**config.mk**
```make
export PLATFORM = sky130hd
export DESIGN_NAME = uart_rx_led_ctrl
export DESIGN_NICKNAME = d
export VERILOG_FILES = /design/src/rtl/uart_rx_pkg.sv /design/src/rtl/uart_baud_tick.sv /design/src/rtl/uart_rx_led_ctrl.sv
export SDC_FILE = /design/constraint.sdc
export NUM_CORES = 1
export LEC_CHECK = 0
export BUFFER_PORTS_ARGS = -buffer_cell sky130_fd_sc_hd__buf_4
export CORE_ASPECT_RATIO = 0.7
export CORE_MARGIN = 2
export CORE_UTILIZATION = 35
export DETAILED_ROUTE_END_ITERATION = 8
export PLACE_DENSITY = 0.6
export SYNTH_ARGS = -nofsm -noshare
export SYNTH_HDL_FRONTEND = slang
export SYNTH_SLANG_ARGS = --single-unit
```
**constraint.sdc**
```tcl
create_clock -name clk_pin -period 4.4 [get_ports clk_pin]
set_input_delay 0.22 -clock clk_pin [delete_from_list [all_inputs] [get_ports clk_pin]]
set_output_delay 0.22 -clock clk_pin [all_outputs]
set_load 0.01 [all_outputs]
```
**src/rtl/uart_rx_pkg.sv**
```systemverilog
// uart_rx_pkg: shared types for the UART receiver / LED display slice.
// Holds the receiver FSM states, parity and display-mode codes, divisor helper.
package uart_rx_pkg;

  typedef enum logic [2:0] {
    ST_IDLE,
    ST_START,
    ST_DATA,
    ST_PARITY,
    ST_STOP,
    ST_BREAK
  } rx_state_e;

  localparam int PARITY_NONE = 0;
  localparam int PARITY_ODD  = 1;
  localparam int PARITY_EVEN = 2;

  localparam logic [1:0] MODE_DATA  = 2'd0;
  localparam logic [1:0] MODE_COUNT = 2'd1;
  localparam logic [1:0] MODE_ERR   = 2'd2;
  localparam logic [1:0] MODE_RSVD  = 2'd3;

  // Clocks per oversample tick, truncated, never below 1.
  function automatic int calc_div(
    input int clk_hz,
    input int baud,
    input int os
  );
    int d;
    d = clk_hz / (baud * os);
    return (d < 1) ? 1 : d;
  endfunction

endpackage

```
**src/rtl/uart_baud_tick.sv**
```systemverilog
// uart_baud_tick: oversample tick divider, one-clock o_tick every DIV clocks.
// Ports: i_clk, i_rst_n (sync, active-low), i_hold (forces count to 0), o_tick.
module uart_baud_tick #(
  parameter int DIV = 27
) (
  input  logic i_clk,
  input  logic i_rst_n,
  input  logic i_hold,
  output logic o_tick
);

  localparam int CW = (DIV > 1) ? $clog2(DIV) : 1;
  localparam logic [CW-1:0] LAST = CW'(DIV - 1);

  logic [CW-1:0] r_cnt;

  always_ff @(posedge i_clk) begin
    if (!i_rst_n || i_hold) begin
      r_cnt <= '0;
    end else if (r_cnt == LAST) begin
      r_cnt <= '0;
    end else begin
      r_cnt <= r_cnt + CW'(1);
    end
  end

  assign o_tick = !i_hold && (r_cnt == LAST);

endmodule

```
**src/rtl/uart_rx_led_ctrl.sv**
```systemverilog
// uart_rx_led_ctrl: oversampling UART receiver with sticky errors and LED view.
// Ports: clk/rst_n/rxd/btn/mode/err_clr pins in; led, rx_data, rdy, errors out.
module uart_rx_led_ctrl
  import uart_rx_pkg::*;
#(
  parameter int CLK_FREQ    = 50000000,
  parameter int BAUD        = 115200,
  parameter int OVERSAMPLE  = 16,
  parameter int DATA_BITS   = 8,
  parameter int PARITY      = 0,
  parameter int LED_W       = 8,
  parameter int SYNC_STAGES = 2
) (
  input  logic                 clk_pin,
  input  logic                 rst_n_pin,
  input  logic                 rxd_pin,
  input  logic                 btn_pin,
  input  logic [1:0]           mode_pin,
  input  logic                 err_clr_pin,
  output logic [LED_W-1:0]     led_pins,
  output logic [DATA_BITS-1:0] rx_data_out,
  output logic                 rx_data_rdy_out,
  output logic                 frame_err_out,
  output logic                 parity_err_out
);

  localparam int DIV = calc_div(CLK_FREQ, BAUD, OVERSAMPLE);
  localparam int TW  = $clog2(OVERSAMPLE);
  localparam int BW  = 4;
  localparam int H   = LED_W / 2;
  localparam logic [TW-1:0] T_HALF = TW'(OVERSAMPLE / 2 - 1);
  localparam logic [TW-1:0] T_FULL = TW'(OVERSAMPLE - 1);
  localparam logic [BW-1:0] B_LAST = BW'(DATA_BITS - 1);

  rx_state_e r_state, w_state_nxt;

  logic [SYNC_STAGES-1:0] r_rxd_sync, r_btn_sync;
  logic [TW-1:0]          r_tcnt;
  logic [BW-1:0]          r_bit;
  logic [DATA_BITS-1:0]   r_shift;
  logic                   r_pbad;
  logic [LED_W-1:0]       r_count;

  logic             w_rxd, w_btn, w_hold, w_tick, w_samp;
  logic             w_valid, w_perr_set, w_ferr_set, w_par_bad;
  logic [TW-1:0]    w_target;
  logic [LED_W-1:0] w_word, w_led;

  assign w_rxd  = r_rxd_sync[SYNC_STAGES-1];
  assign w_btn  = r_btn_sync[SYNC_STAGES-1];
  assign w_hold = (r_state == ST_IDLE);

  uart_baud_tick #(
    .DIV(DIV)
  ) u_tick (
    .i_clk  (clk_pin),
    .i_rst_n(rst_n_pin),
    .i_hold (w_hold),
    .o_tick (w_tick)
  );

  // rxd synchroniser clears to the idle line level so reset
  // cannot fabricate a start edge.
  always_ff @(posedge clk_pin) begin
    if (!rst_n_pin) begin
      r_rxd_sync <= '1;
      r_btn_sync <= '0;
    end else begin
      r_rxd_sync <= SYNC_STAGES'({r_rxd_sync, rxd_pin});
      r_btn_sync <= SYNC_STAGES'({r_btn_sync, btn_pin});
    end
  end

  always_ff @(posedge clk_pin) begin
    if (!rst_n_pin) r_state <= ST_IDLE;
    else            r_state <= w_state_nxt;
  end

  // Start bit is re-checked half a bit in; later samples are bit-centred.
  assign w_target = (r_state == ST_START) ? T_HALF : T_FULL;
  assign w_samp   = w_tick && (r_tcnt == w_target);

  assign w_par_bad = (PARITY == PARITY_EVEN) ?
                     (^r_shift ^ w_rxd) : ~(^r_shift ^ w_rxd);

  always_comb begin
    w_state_nxt = r_state;
    w_valid     = 1'b0;
    w_perr_set  = 1'b0;
    w_ferr_set  = 1'b0;
    unique case (r_state)
      ST_IDLE: begin
        if (!w_rxd) w_state_nxt = ST_START;
      end
      ST_START: begin
        if (w_samp) w_state_nxt = w_rxd ? ST_IDLE : ST_DATA;
      end
      ST_DATA: begin
        if (w_samp && r_bit == B_LAST)
          w_state_nxt = (PARITY != PARITY_NONE) ?
                        ST_PARITY : ST_STOP;
      end
      ST_PARITY: begin
        if (w_samp) w_state_nxt = ST_STOP;
      end
      ST_STOP: begin
        if (w_samp) begin
          if (!w_rxd) begin
            w_ferr_set  = 1'b1;
            w_state_nxt = ST_BREAK;
          end else begin
            w_state_nxt = ST_IDLE;
            w_perr_set  = r_pbad;
            w_valid     = !r_pbad;
          end
        end
      end
      ST_BREAK: begin
        if (w_rxd) w_state_nxt = ST_IDLE;
      end
      default: w_state_nxt = ST_IDLE;
    endcase
  end

  assign w_word = LED_W'(rx_data_out);

  always_comb begin
    w_led = w_word;
    unique case (mode_pin)
      MODE_COUNT: w_led = r_count;
      MODE_ERR:   w_led = LED_W'({parity_err_out, frame_err_out});
      MODE_DATA, MODE_RSVD: begin
        if (w_btn) w_led = {w_word[H-1:0], w_word[LED_W-1:H]};
      end
    endcase
  end

  always_ff @(posedge clk_pin) begin
    if (!rst_n_pin) begin
      r_tcnt          <= '0;
      r_bit           <= '0;
      r_shift         <= '0;
      r_pbad          <= 1'b0;
      r_count         <= '0;
      rx_data_out     <= '0;
      rx_data_rdy_out <= 1'b0;
      frame_err_out   <= 1'b0;
      parity_err_out  <= 1'b0;
      led_pins        <= '0;
    end else begin
      rx_data_rdy_out <= w_valid;
      led_pins        <= w_led;
      // Tick count restarts whenever no frame is in progress.
      if (r_state == ST_IDLE || r_state == ST_BREAK)
        r_tcnt <= '0;
      else if (w_tick)
        r_tcnt <= w_samp ? '0 : r_tcnt + TW'(1);
      if (r_state == ST_START) begin
        r_bit  <= '0;
        r_pbad <= 1'b0;
      end
      if (r_state == ST_DATA && w_samp) begin
        r_shift <= {w_rxd, r_shift[DATA_BITS-1:1]};
        r_bit   <= r_bit + BW'(1);
      end
      if (r_state == ST_PARITY && w_samp)
        r_pbad <= w_par_bad;
      if (w_valid) begin
        rx_data_out <= r_shift;
        r_count     <= r_count + LED_W'(1);
      end
      frame_err_out  <= w_ferr_set |
                        (frame_err_out & ~err_clr_pin);
      parity_err_out <= w_perr_set |
                        (parity_err_out & ~err_clr_pin);
    end
  end

endmodule

```
==> impl_metrics.sql <==
INSERT INTO impl_metrics (metric_group, metric, value, unit) VALUES
('run_status', 'status', 'finished, final reports clean', ''),
('synth', 'synth_area', '2640', 'um^2'),
('placement', 'detailedPlacementHpwl', '3710', 'um'),
('timing', 'timing.final.crit_period', '2360', 'ps'),
('placement', 'placement.cell_area', '2870', 'um^2'),
('placement', 'place.port_buffers', '25', ''),
('worst_setup_path', 'timing.critical_path.to_type', 'flip-flop', ''),
('worst_setup_path', 'worst_r2r_path_depth', '5', ''),
('route', 'remaining_drc_errors', '0', ''),
('synth', 'yosysUniqueCellTypes', '44', ''),
('worst_setup_path', 'setup.worst_path.start_class', 'flip-flop', ''),
('timing', 'max_slew.worst_pin.slew', '1010', 'ps'),
('timing', 'final.setup_skew', '9.51', 'ps'),
('final_layout', 'fin_cells', '404', ''),
('grt', 'largest_net_degree_at_the_start_of_global_routing', '52', ''),
('floorplan', 'io-pin-count', '26', ''),
('synth', 'ys_ff_latch', '56', ''),
('clock_tree', 'cts-hold-fix-buffers', '0', ''),
('clock_tree', 'cts-resized-gates', '0', ''),
('timing', 'relSlewSlack', '32.1', '%'),
('clock_tree', 'clk_root_buffer_cell', 'clkbuf_8', ''),
('grt', 'initial_antenna_violation_count', '0', ''),
('floorplan', 'die_w', '108', 'um'),
('synth', 'synth-seq-area-share', '42.5', '%'),
('final_layout', 'final_cell_area', '2990', 'um^2'),
('floorplan', 'std_cell_rows', '26', ''),
('synth', 'yosys-top-cells-area', 'dfxtp_1, mux2i_1, nand2_1', ''),
('route', 'drt_pre_antenna_iters', '4', ''),
('worst_setup_path', 'r2r_setup_slack', '2040', 'ps'),
('min_path', 'worst_hold_check_path_type', 'in2reg', ''),
('pwr', 'power.density', '305', 'nW/um^2'),
('pwr', 'vdd.ir_drop.worst', '0.198', 'mV'),
('clock_tree', 'clock_input_transition_at_the_sequential_cells_of_the_worst_setup_and_hold_paths', '100', 'ps'),
('placement', 'post-place-ws', '2070', 'ps'),
('grt', 'number_of_global_route_vias_before_repair', '1778', ''),
('timing', 'timing.final.setup_violations', '0', ''),
('floorplan', 'y_dimension_of_the_die', '76.6', 'um'),
('worst_setup_path', 'cp_data_required_time', '4610', 'ps'),
('synth', 'edff_count_synth', '0', ''),
('synth', 'yosysWarnings', '0', ''),
('synth', 'synth.most_common_cell', 'dfxtp_1', ''),
('floorplan', 'floorplan.die_area', '8260', 'um^2'),
('worst_setup_path', 'startpoint_of_the_most_critical_register_to_register_path', 'r_state[1]', ''),
('worst_setup_path', 'path_cells', 'or3b_4 -> nor4_4 -> nand4_1 -> xnor2_1 -> and2_1', ''),
('synth', 'yosysTopAreaCellShare', '42.5', '%'),
('pwr', 'static-leakage-power', '1.13', 'nW'),
('worst_setup_path', 'crit_family', 'simple AND/OR/NAND/NOR gates', ''),
('clock_tree', 'clkLatencyLatePin', '310', 'ps'),
('synth', 'synth_area_leader_cell', 'dfxtp_1', ''),
('synth', 'synthesis.nets', '303', ''),
('route', 'route.vias.total', '1945', ''),
('timing', 'post_route_setup_tns', '0', 'ps'),
('floorplan', 'initial_core_util', '36.2', '%'),
('placement', 'dp_cells', '396', ''),
('route', 'routed_wire_length_per_instance', '13.0', 'um'),
('clock_tree', 'cts_inserted_buffers', '5', ''),
('worst_setup_path', 'cp_data_arrival_time', '2570', 'ps'),
('flow_run', 'drv.max_cap_violation_count', '0', ''),
('timing', 'max_freq', '423', 'MHz'),
('timing', 'unrepaired_setup_endpoints_after_global_routing', 'false', ''),
('final_layout', 'design.final.nets', '319', ''),
('min_path', 'min-delay-start', 'rxd_pin', ''),
('route', 'first_iter_violations', '106', ''),
('timing', 'period_share', '53.7', '%'),
('floorplan', 'coreArea', '7290', 'um^2'),
('route', 'final_antenna_net_count', '0', ''),
('min_path', 'min_delay_worst_endpoint', 'r_rxd_sync[0]', ''),
('grt', 'global_route_wire_length_before_repair', '8950', 'um'),
('final_layout', 'layout-drive-gt1-share', '12.7', '%'),
('timing', 'report.final.slew_viol_count', '0', ''),
('clock_tree', 'htree_levels', '2', '');
[layer usage]
metal  vias to the layer above  share of wire (%)  wire length [um]  track usage [%]
li1                       1013                  -                 -                -
met2                        35                 40              2100             18.6
met5                         -                  0                 0                0
met4                         0                1.7                87             5.00
met3                         7                5.0               262             3.76
met1                       890                 53              2810             20.4
[worst register-to-register path: stages (launching register included)]
cell	delay, ps
dfxtp_1	480
or3b_4	490
nor4_4	770
nand4_1	210
xnor2_1	160
and2_1	150
[cells by family (layout without fill, tap and decap cells)]
| logic type | after synthesis | after routing | share of synthesized area (%) |
|---|---|---|---|
| xor+xnor | 21 | 21 | 6.97 |
| fa+ha+maj | 7 | 7 | 3.32 |
| buf+inv | 22 | 39 | 3.98 |
| mux | 17 | 17 | 6.54 |
| simple gates | 124 | 124 | 26.5 |
| compound gates | 42 | 42 | 10.2 |
| flops | 56 | 56 | 42.5 |
[layout by cell type (no fill, tap or decap), types with 2 or more instances in the layout]
cell type,n
a21boi_0,12
a21oi_1,5
a22oi_1,2
and2_1,22
and3_1,3
buf_4,25
clkbuf_8,7
dfxtp_1,56
ha_1,7
inv_1,6
mux2_2,2
mux2i_1,15
nand2_1,37
nand2b_1,6
nand3_1,6
nand4_1,8
nor2_1,14
nor2b_1,11
nor3_1,3
o21ai_0,15
o32ai_1,2
or3_1,3
xnor2_1,13
xor2_1,8
[cell type report]
class                   count  area (um^2)
clock buffers               7         96.3
flip-flops and latches     56         1120
multi-input cells         211         1410
fillers                   724         4290
clock inverters             1         30.0
well taps                  98          123
inverters                   6         22.5
repair buffers             25          188
[how the worst max path moves through the flow]
stage,startpoint,depth (start not counted),slack [ps],to
4_1_cts,r_state[1],5,2040,r_count[3]
5_1_grt,r_tcnt[0],6,1840,r_count[3]
3_3_place_gp,r_state[1],5,2110,r_count[3]
3_5_place_dp,r_state[1],5,2070,r_count[3]
2_1_floorplan,u_tick.r_cnt[0],7,2740,r_count[1]
6_report,r_state[1],5,2040,r_count[3]
[flip-flops by register name (all words and copies together), names as in the netlist, 3 cells and up]
name and cells:
r_state 3, r_shift 8, r_tcnt 4, u_tick.r_cnt 5
rx_data_out 8, r_count 8, led_pins 8, r_bit 4
[power by group]
group | switching (mW) | leakage (nW) | total, mW | internal (mW)
combinational | 0.0180 | 0.609 | 0.0322 | 0.0143
sequential | 0.00467 | 0.452 | 0.514 | 0.509
clock | 0.167 | 0.0645 | 0.368 | 0.201
total | 0.189 | 1.13 | 0.914 | 0.725
Note: power is estimated with default switching activity, not from simulation.
